File: src/rtl/sysid_check_pkg.sv
// Shared types and constants for the sysid check controller: FSM state encoding,
// default expected ID/timestamp values and counter widths.
package sysid_check_pkg;

  localparam logic [31:0] DEF_EXPECTED_ID = 32'h0000_0000;
  localparam logic [31:0] DEF_EXPECTED_TS = 32'd1446094586;

  localparam int RETRY_W = 4;
  localparam int TIMER_W = 8;

  typedef enum logic [2:0] {
    IDLE    = 3'd0,
    RD_ID   = 3'd1,
    RD_TS   = 3'd2,
    COMPARE = 3'd3,
    GAP     = 3'd4,
    DONE    = 3'd5
  } state_t;

endpackage

File: src/rtl/sysid_check_timer.sv
// Loadable down-counter with a zero flag; load wins over decrement and the
// count saturates at zero.
module sysid_check_timer
  import sysid_check_pkg::*;
(
  input  logic               clk_i,
  input  logic               rst_i,
  input  logic               load_i,
  input  logic [TIMER_W-1:0] load_val_i,
  input  logic               dec_i,
  output logic               zero_o
);

  logic [TIMER_W-1:0] count_q;
  logic [TIMER_W-1:0] count_d;

  always_comb begin
    count_d = count_q;
    if (load_i) begin
      count_d = load_val_i;
    end else if (dec_i && (count_q != '0)) begin
      count_d = count_q - 1'b1;
    end
  end

  always_ff @(posedge clk_i or posedge rst_i) begin
    if (rst_i) begin
      count_q <= '0;
    end else begin
      count_q <= count_d;
    end
  end

  assign zero_o = (count_q == '0);

endmodule

File: src/rtl/sysid_check_ctrl.sv
// Reads the sysid slave over Avalon-MM after reset (or on start), compares against
// expected values and retries with a gap. Timestamp check enabled by SYSID_CHECK_TS_EN.
module sysid_check_ctrl
  import sysid_check_pkg::*;
#(
  parameter logic [31:0] EXPECTED_ID = DEF_EXPECTED_ID,
  parameter logic [31:0] EXPECTED_TS = DEF_EXPECTED_TS,
  parameter int          MAX_RETRY   = 3,
  parameter int          RETRY_GAP   = 16,
  parameter int          TIMEOUT     = 64
) (
  input  logic        clock,
  input  logic        reset,
  input  logic        start,
  output logic        avm_address,
  output logic        avm_read,
  input  logic [31:0] avm_readdata,
  input  logic        avm_waitrequest,
  output logic        busy,
  output logic        done,
  output logic        id_ok,
  output logic        ts_ok,
  output logic        fail,
  output logic [31:0] id_value,
  output logic [31:0] ts_value,
  output state_t      dbg_state
);

  // Handshake: a read word is accepted in the cycle where avm_read=1 and
  // avm_waitrequest=0; while waitrequest=1 address and read stay unchanged.

  localparam logic [RETRY_W-1:0] MAX_RETRY_C = RETRY_W'(MAX_RETRY);
  localparam logic [TIMER_W-1:0] GAP_LOAD    = TIMER_W'(RETRY_GAP - 1);
  localparam logic [TIMER_W-1:0] TMO_LOAD    = TIMER_W'(TIMEOUT - 1);

`ifdef SYSID_CHECK_TS_EN
  localparam state_t AFTER_ID = RD_TS;
`else
  localparam state_t AFTER_ID = COMPARE;
`endif

  state_t             state_q;
  logic [RETRY_W-1:0] retry_q;
  logic               done_q;
  logic               fail_q;
  logic               id_ok_q;
  logic               ts_ok_q;
  logic [31:0]        id_value_q;

  logic               tmr_load;
  logic               tmr_dec;
  logic [TIMER_W-1:0] tmr_val;
  logic               tmr_zero;

  logic               in_read;
  logic               rd_timeout;
  logic               id_match;
  logic               ts_match;
  logic               can_retry;
  logic               attempt_end;
  logic               attempt_pass;

`ifdef SYSID_CHECK_TS_EN
  logic [31:0]        ts_value_q;
  assign ts_match = (ts_value_q == EXPECTED_TS);
  assign ts_value = ts_value_q;
`else
  logic               unused_ts_ref;
  assign unused_ts_ref = ^EXPECTED_TS;
  assign ts_match      = 1'b1;
  assign ts_value      = '0;
`endif

  assign in_read      = (state_q == RD_ID) || (state_q == RD_TS);
  assign rd_timeout   = in_read && avm_waitrequest && tmr_zero;
  assign id_match     = (id_value_q == EXPECTED_ID);
  assign can_retry    = (retry_q < MAX_RETRY_C);
  assign attempt_end  = (state_q == COMPARE) || rd_timeout;
  assign attempt_pass = (state_q == COMPARE) && id_match && ts_match;

  // One timer serves both the stall timeout and the retry gap: it is reloaded
  // on every entry into a read or gap state.
  always_comb begin
    tmr_load = 1'b0;
    tmr_dec  = 1'b0;
    tmr_val  = TMO_LOAD;
    case (state_q)
      IDLE, DONE: tmr_load = 1'b1;
      RD_ID, RD_TS: begin
        if (!avm_waitrequest) begin
          tmr_load = 1'b1;
        end else if (tmr_zero) begin
          tmr_load = 1'b1;
          tmr_val  = GAP_LOAD;
        end else begin
          tmr_dec = 1'b1;
        end
      end
      COMPARE: begin
        tmr_load = 1'b1;
        tmr_val  = GAP_LOAD;
      end
      GAP: begin
        if (tmr_zero) begin
          tmr_load = 1'b1;
        end else begin
          tmr_dec = 1'b1;
        end
      end
      default: tmr_load = 1'b1;
    endcase
  end

  sysid_check_timer u_timer (
    .clk_i      (clock),
    .rst_i      (reset),
    .load_i     (tmr_load),
    .load_val_i (tmr_val),
    .dec_i      (tmr_dec),
    .zero_o     (tmr_zero)
  );

  always_ff @(posedge clock or posedge reset) begin
    if (reset) begin
      state_q    <= IDLE;
      retry_q    <= '0;
      done_q     <= 1'b0;
      fail_q     <= 1'b0;
      id_ok_q    <= 1'b0;
      ts_ok_q    <= 1'b0;
      id_value_q <= '0;
`ifdef SYSID_CHECK_TS_EN
      ts_value_q <= '0;
`endif
    end else if (attempt_end) begin
      // A stall timeout ends the attempt like a failed compare.
      id_ok_q <= (state_q == COMPARE) && id_match;
      ts_ok_q <= (state_q == COMPARE) && ts_match;
      if (attempt_pass) begin
        done_q  <= 1'b1;
        fail_q  <= 1'b0;
        state_q <= DONE;
      end else if (can_retry) begin
        retry_q <= retry_q + 1'b1;
        state_q <= GAP;
      end else begin
        done_q  <= 1'b1;
        fail_q  <= 1'b1;
        state_q <= DONE;
      end
    end else begin
      case (state_q)
        IDLE: state_q <= RD_ID;
        RD_ID: begin
          if (!avm_waitrequest) begin
            id_value_q <= avm_readdata;
            state_q    <= AFTER_ID;
          end
        end
`ifdef SYSID_CHECK_TS_EN
        RD_TS: begin
          if (!avm_waitrequest) begin
            ts_value_q <= avm_readdata;
            state_q    <= COMPARE;
          end
        end
`endif
        GAP: begin
          if (tmr_zero) begin
            state_q <= RD_ID;
          end
        end
        DONE: begin
          if (start) begin
            done_q  <= 1'b0;
            fail_q  <= 1'b0;
            id_ok_q <= 1'b0;
            ts_ok_q <= 1'b0;
            retry_q <= '0;
            state_q <= RD_ID;
          end
        end
        default: state_q <= state_q;
      endcase
    end
  end

  assign avm_read    = in_read;
  assign avm_address = (state_q == RD_TS);
  assign busy        = (state_q != IDLE) && (state_q != DONE);
  assign done        = done_q;
  assign fail        = fail_q;
  assign id_ok       = id_ok_q;
  assign ts_ok       = ts_ok_q;
  assign id_value    = id_value_q;
  assign dbg_state   = state_q;

endmodule
File: config.mk
export PLATFORM = sky130hd
export DESIGN_NAME = sysid_check_ctrl
export DESIGN_NICKNAME = d
export VERILOG_FILES = /design/src/rtl/sysid_check_pkg.sv /design/src/rtl/sysid_check_timer.sv /design/src/rtl/sysid_check_ctrl.sv
export SDC_FILE = /design/constraint.sdc
export NUM_CORES = 1
export LEC_CHECK = 0
export BUFFER_PORTS_ARGS = -buffer_cell sky130_fd_sc_hd__buf_2
export CAP_MARGIN = 20
export CORE_MARGIN = 2
export CORE_UTILIZATION = 47
export DETAILED_ROUTE_END_ITERATION = 7
export GPL_TIMING_DRIVEN = 0
export PLACE_DENSITY = 0.83
export SLEW_MARGIN = 20
export SYNTH_ARGS = -nofsm -noshare
export SYNTH_HDL_FRONTEND = slang
export SYNTH_SLANG_ARGS = --single-unit
export TNS_END_PERCENT = 5
File: constraint.sdc
create_clock -name clock -period 2.45 [get_ports clock]
set_clock_uncertainty 0.15 [all_clocks]
set_input_delay 0.49 -clock clock [delete_from_list [all_inputs] [get_ports clock]]
set_output_delay 0.49 -clock clock [all_outputs]
set_load 0.1 [all_outputs]
# After elaboration in Yosys (flattened, before gate mapping)
# Cells that the tools add are included.
[totals] register_bits=51 out_inout_bits=74
[classes] add_sub_neg=2 order_cmp=1 n_eq_ne=12 muxes=32 bitwise=2 n_reduce_logical=22
[op_table] cell="32-bit logical NOT" n=1
[op_table] cell="4-bit 2-to-1 mux" n=5
[op_table] cell="8-bit 2-to-1 mux" n=2
[op_table] cell="1-bit 2-to-1 mux" n=15
[op_table] cell="3-bit 2-to-1 mux" n=4
[op_table] cell="6-bit 2-to-1 mux" n=2
[op_table] cell="3-bit inequality test (second input constant)" n=4
[op_table] cell="3-bit case mux with 4 select lines" n=1
[op_table] cell="6-bit case mux with 2 select lines" n=1
[op_table] cell="8-bit logical NOT" n=1
[op_table] cell="4-bit AND reduction" n=2
[op_table] cell="8-bit nonzero test" n=1
[op_table] cell="8-bit by 1-bit subtractor with 8-bit output (second input constant)" n=1
[op_table] cell="3-bit by 2-bit equality test with 1-bit output (second input constant)" n=2
[op_table] cell="3-bit equality test (second input constant)" n=2
[op_table] cell="3-bit AND reduction" n=2
[op_table] cell="2-bit nonzero test" n=3
[op_table] cell="1-bit logical AND" n=5
[op_table] cell="5-bit nonzero test" n=1
[op_table] cell="4-bit by 1-bit adder with 4-bit output (second input constant)" n=1
[op_table] cell="4-bit by 2-bit < comparator with 1-bit output (second input constant)" n=1
[op_table] cell="2-bit inequality test (second input constant)" n=2
[op_table] cell="1-bit case mux with 2 select lines" n=2
[op_table] cell="3-bit by 1-bit equality test with 1-bit output (second input constant)" n=1
[op_table] cell="7 further kinds" n=9

# Longest topological paths before layout
[logic_depth] word_depth=7 mapped_depth=7

# By module
# From an unflattened synthesis, not the netlist that was laid out.
[unflattened] hier_cells=241 area_unflattened_um2=2642.5
[by_module_without_submodules] module="sysid_check_ctrl" instances=1 cells_each=188 area_per_inst_um2=2147.1 seq_area_each_um2=1076.0
[by_module_without_submodules] module="sysid_check_timer" instances=1 cells_each=53 area_per_inst_um2=495.5 seq_area_each_um2=200.2

# Worst setup path after synthesis
# OpenSTA, ideal clock, no wires.
[synth_timing] kind="flip-flop to output port" start="register state_q[1], in the netlist dbg_state[1]" end="output port avm_address" arrival_time_ps=3257 t_required_ps=1810 slack_ps=-1447 stages_incl_launch_ff=3 path_buffers=0 path_cell_list="dfrtp_1 inv_1 nor3_1"
[synth_between] elab_chain_cells=1
[synth_lines] item="start: declaration" line_no="sysid_check_ctrl.sv:42" text="state_t state_q;"
[synth_lines] item="start signal: assignment" line_no="sysid_check_ctrl.sv:183" text="default: state_q <= state_q;"
[synth_lines] item="3-bit by 2-bit equality test with 1-bit output" line_no="sysid_check_ctrl.sv:189" text="assign avm_address = (state_q == RD_TS);"
[synth_lines] item="end: declaration" line_no="sysid_check_ctrl.sv:15" text="output logic avm_address,"
# No other way between the ends.

# Worst setup path in the final report
[layout_timing] start="register state_q[0], in the netlist dbg_state[0]" end="output port avm_read"
[layout_between] elab_chain_cells=2 elab_cells_between_ends=3 cone_classes="eq/ne (2); reduce/logical (1)"
[layout_lines] item="3-bit by 1-bit equality test with 1-bit output or 3-bit by 2-bit equality test with 1-bit output (tied branches)" line_no="sysid_check_ctrl.sv:74" text="assign in_read = (state_q == RD_ID) || (state_q == RD_TS);"
[layout_lines] item="1-bit logical OR *" line_no="sysid_check_ctrl.sv:74"
[layout_lines] item="end: declaration" line_no="sysid_check_ctrl.sv:16" text="output logic avm_read,"
# Every way passes the cells marked *; elsewhere a longest branch is shown, timed or not.

==> impl_metrics.env <==
export IMPL_outcome="complete, no violations"
export IMPL_clk_pin_slew_ns=0.09
export IMPL_cp_num_buf_inv=2
export IMPL_crit_family="buffers and inverters"
export IMPL_reg2reg_from="dbg_state[1]$_DFFE_PP0P_"
export IMPL_critPathCapture="avm_read"
export IMPL_synthTopCellsByCount="dfrtp_1 (51), buf_4 (32), mux2_2 (32)"
export IMPL_syn_area_sq_mm=0.00251
export IMPL_io_pins=110
export IMPL_ir_drop_v=0.000447
export IMPL_synth_top_cells_by_area="dfrtp_1 (51%), mux2_2 (14%), buf_4 (9.6%)"
export IMPL_initial_core_util=0.488
export IMPL_grt_pass1_wl_mm=8.33
export IMPL_hold_path_class="in -> async"
export IMPL_wl_per_cell_um=12.9
export IMPL_die_height_um=77.1
export IMPL_timing_critical_path_mode_cell="buf_2"
export IMPL_synth_warning_count=0
export IMPL_grt_overflow=0
export IMPL_dp_cells=391
export IMPL_io_buffers=77
export IMPL_drt_wl_total_mm=5.14
export IMPL_num_rows=26
export IMPL_worstSetupPathDepth=4
export IMPL_grt_max_degree=35
export IMPL_synthAdderAreaFrac=0.00998
export IMPL_r2r_slack_ns=0.27
export IMPL_yosysTopAreaCell="dfrtp_1"
export IMPL_final_cells=399
export IMPL_placed_area_sq_mm=0.00315
export IMPL_grt_pass1_vias=1803
export IMPL_fmax_ghz=0.423
export IMPL_ctsRootBufferMaster="clkbuf_8"
export IMPL_grtUsageTotal=0.174
export IMPL_fin_hold_ws_ns=0.0191
export IMPL_synth_ff_type="dfrtp_1"
export IMPL_p_leak_nw=1.73
export IMPL_die_x_um=77.1
export IMPL_setup_viol=0
export IMPL_tritoncts="built"
export IMPL_num_vias=1863
export IMPL_antenna_found_initial=0
export IMPL_clock_latency_ns=0.30
export IMPL_muxShareOfSynthArea=0.148
export IMPL_clockBufferDepth=2
export IMPL_critical_path_max_fanout=10
export IMPL_min_period_ns=2.36
export IMPL_dieArea_sq_mm=0.00594
export IMPL_nets=366
export IMPL_synthToLayoutAreaGrowth_pct=30.2
export IMPL_slowest_delay_ns=0.43
export IMPL_arrival_ns=1.72
export IMPL_min_period_over_period=0.964
export IMPL_firstDrtPassIters=4
export IMPL_drive_above_1_share=0.514
export IMPL_core_area_sq_mm=0.00514
export IMPL_synth_simple_gate_area_frac=0.137
export IMPL_critical_path_class="reg -> out"
export IMPL_synth_seq_area_share=0.509
export IMPL_r2r_end="id_value[13]$_DFFE_PP0P_"
export IMPL_rr_worst_depth=4
export IMPL_slew_headroom=0.640
export IMPL_synth_seq_cells=51
export IMPL_drv_slew=0
export IMPL_startpoint="dbg_state[0]$_DFFE_PP0P_"
export IMPL_cts_max_level=2
export IMPL_synth_edf_count=0
export IMPL_synthArstFlopShare=1.00
export IMPL_viasPerCell=4.67
export IMPL_worstMarginPinSlew_ns=0.537
export IMPL_gp_congestion=0.766
export IMPL_synth_top_cell_area_share=0.509
export IMPL_critPathCaptureType="output pin"
export IMPL_synth_top_family_by_area="multiplexers"
export IMPL_cts_sinks=51
export IMPL_crit_required_ns=1.81
export IMPL_slowest_stage="dfrtp_2"
export IMPL_n_antenna_cell=0
export IMPL_hold_viol=0
export IMPL_cts_setup_buffers=0
export IMPL_synth_avg_cell_area_sq_um=11.8
export IMPL_power_density_mw_per_mm2=635
export IMPL_syn_inst=212
export IMPL_crit_chain="buf_2 -> nand2b_1 -> a21oi_4 -> buf_2"
export IMPL_cts_made_buffers=5
export IMPL_drc=0
export IMPL_startpoint_type="register"
export IMPL_ant_nets=0
export IMPL_drt_iter0_markers=84
export IMPL_cts_hold_buf=0
export IMPL_grt_setup_unrepaired="false"
export IMPL_synth_compound_area_frac=0.0579
export IMPL_design_area_sq_mm=0.00327
export IMPL_synth_most_common_cell="dfrtp_1"
export IMPL_synthXorXnorAreaFrac=0.0209
export IMPL_p_total_mw=2.07
export IMPL_cts_resized=0
export IMPL_max_cap_viol_count=0
export IMPL_synthDistinctLibCells=40
export IMPL_dp_hpwl_mm=4.02
-- flip-flops by register name, indices dropped and copies added (netlist names) --
name	flops
u_timer.count_q	8
retry_q	4
id_ok	1
done	1
ts_ok	1
fail	1
dbg_state	3
id_value	32
-- where the power goes --
group	total (mW)	internal, mW	switching (mW)	leakage, nW
registers	0.897	0.872	0.0255	0.641
logic	0.581	0.104	0.476	1.03
clock network	0.596	0.331	0.265	0.0612
-- cells in the final DEF (no fill, tap or decap), types with 4 or more instances in the layout --
cell type	synthesis	routed
conb_1	1	32
nand2b_1	7	7
nor4_1	6	6
inv_1	6	5
buf_4	32	32
buf_2	5	82
o21ai_0	4	4
clkbuf_8	0	6
nor2_1	6	6
and2_1	4	4
a21oi_1	6	5
xnor2_1	5	5
nand2_1	11	11
dfrtp_1	51	48
mux2_2	32	32
-- stage by stage --
step / TNS, ns / setup slack, ns / util
6_report: 0 / 0.0876 / 0.636
5_1_grt: 0 / 0.0288 / 0.636
4_1_cts: 0 / 0.0728 / 0.636
3_5_place_dp: 0 / 0.278 / 0.613
3_3_place_gp: -1.12 / -0.167 / 0.609
2_1_floorplan: 0 / 0.0421 / -
-- worst reg2reg max path: stages (launching register included) --
cell and delay, ns:
dfrtp_2 0.48, nand2b_1 0.26, nor3_2 0.45, buf_2 0.36
mux2_2 0.37
-- how the worst min path moves through the flow --
stage                            from                             end  depth (start not counted)
6_report                        reset         id_value[8]$_DFFE_PP0P_                          2
5_1_grt                         reset  u_timer.count_q[7]$_DFFE_PP0P_                          2
4_1_cts                         reset        id_value[12]$_DFFE_PP0P_                          2
3_5_place_dp         done$_DFFE_PP0P_                done$_DFFE_PP0P_                          1
3_3_place_gp         done$_DFFE_PP0P_                done$_DFFE_PP0P_                          1
2_1_floorplan  retry_q[3]$_DFFE_PP0P_          retry_q[3]$_DFFE_PP0P_                          1
-- cells by family after synthesis --
kind of cell,after synthesis
multiplexers,33
XOR/XNOR,6
other,1
flip-flops,51
AND/OR/NAND/NOR,55
buffers and inverters,44
AO/OA/AOI/OAI,20
adder cells (fa/ha/maj),2
-- cell type report --
| type | count | area [sq um] |
|---|---|---|
| Fill cell | 428 | 1870 |
| Sequential cell | 51 | 1280 |
| Multi-Input combinational cell | 148 | 1080 |
| Timing Repair Buffer | 78 | 405 |
| Buffer | 38 | 269 |
| Tap cell | 70 | 87.6 |
| Clock buffer | 6 | 82.6 |
| Clock inverter | 2 | 35.0 |
| Inverter | 6 | 22.5 |
-- metal layers --
layer / wire length, um / track usage / up-vias
li1: - / - / 904
met2: 2450 / 0.285 / 78
met1: 2220 / 0.226 / 874
met5: 0 / 0 / -
met3: 415 / 0.0518 / 7
met4: 53 / 0.0482 / 0
Note: power is estimated with default switching activity, not from simulation.
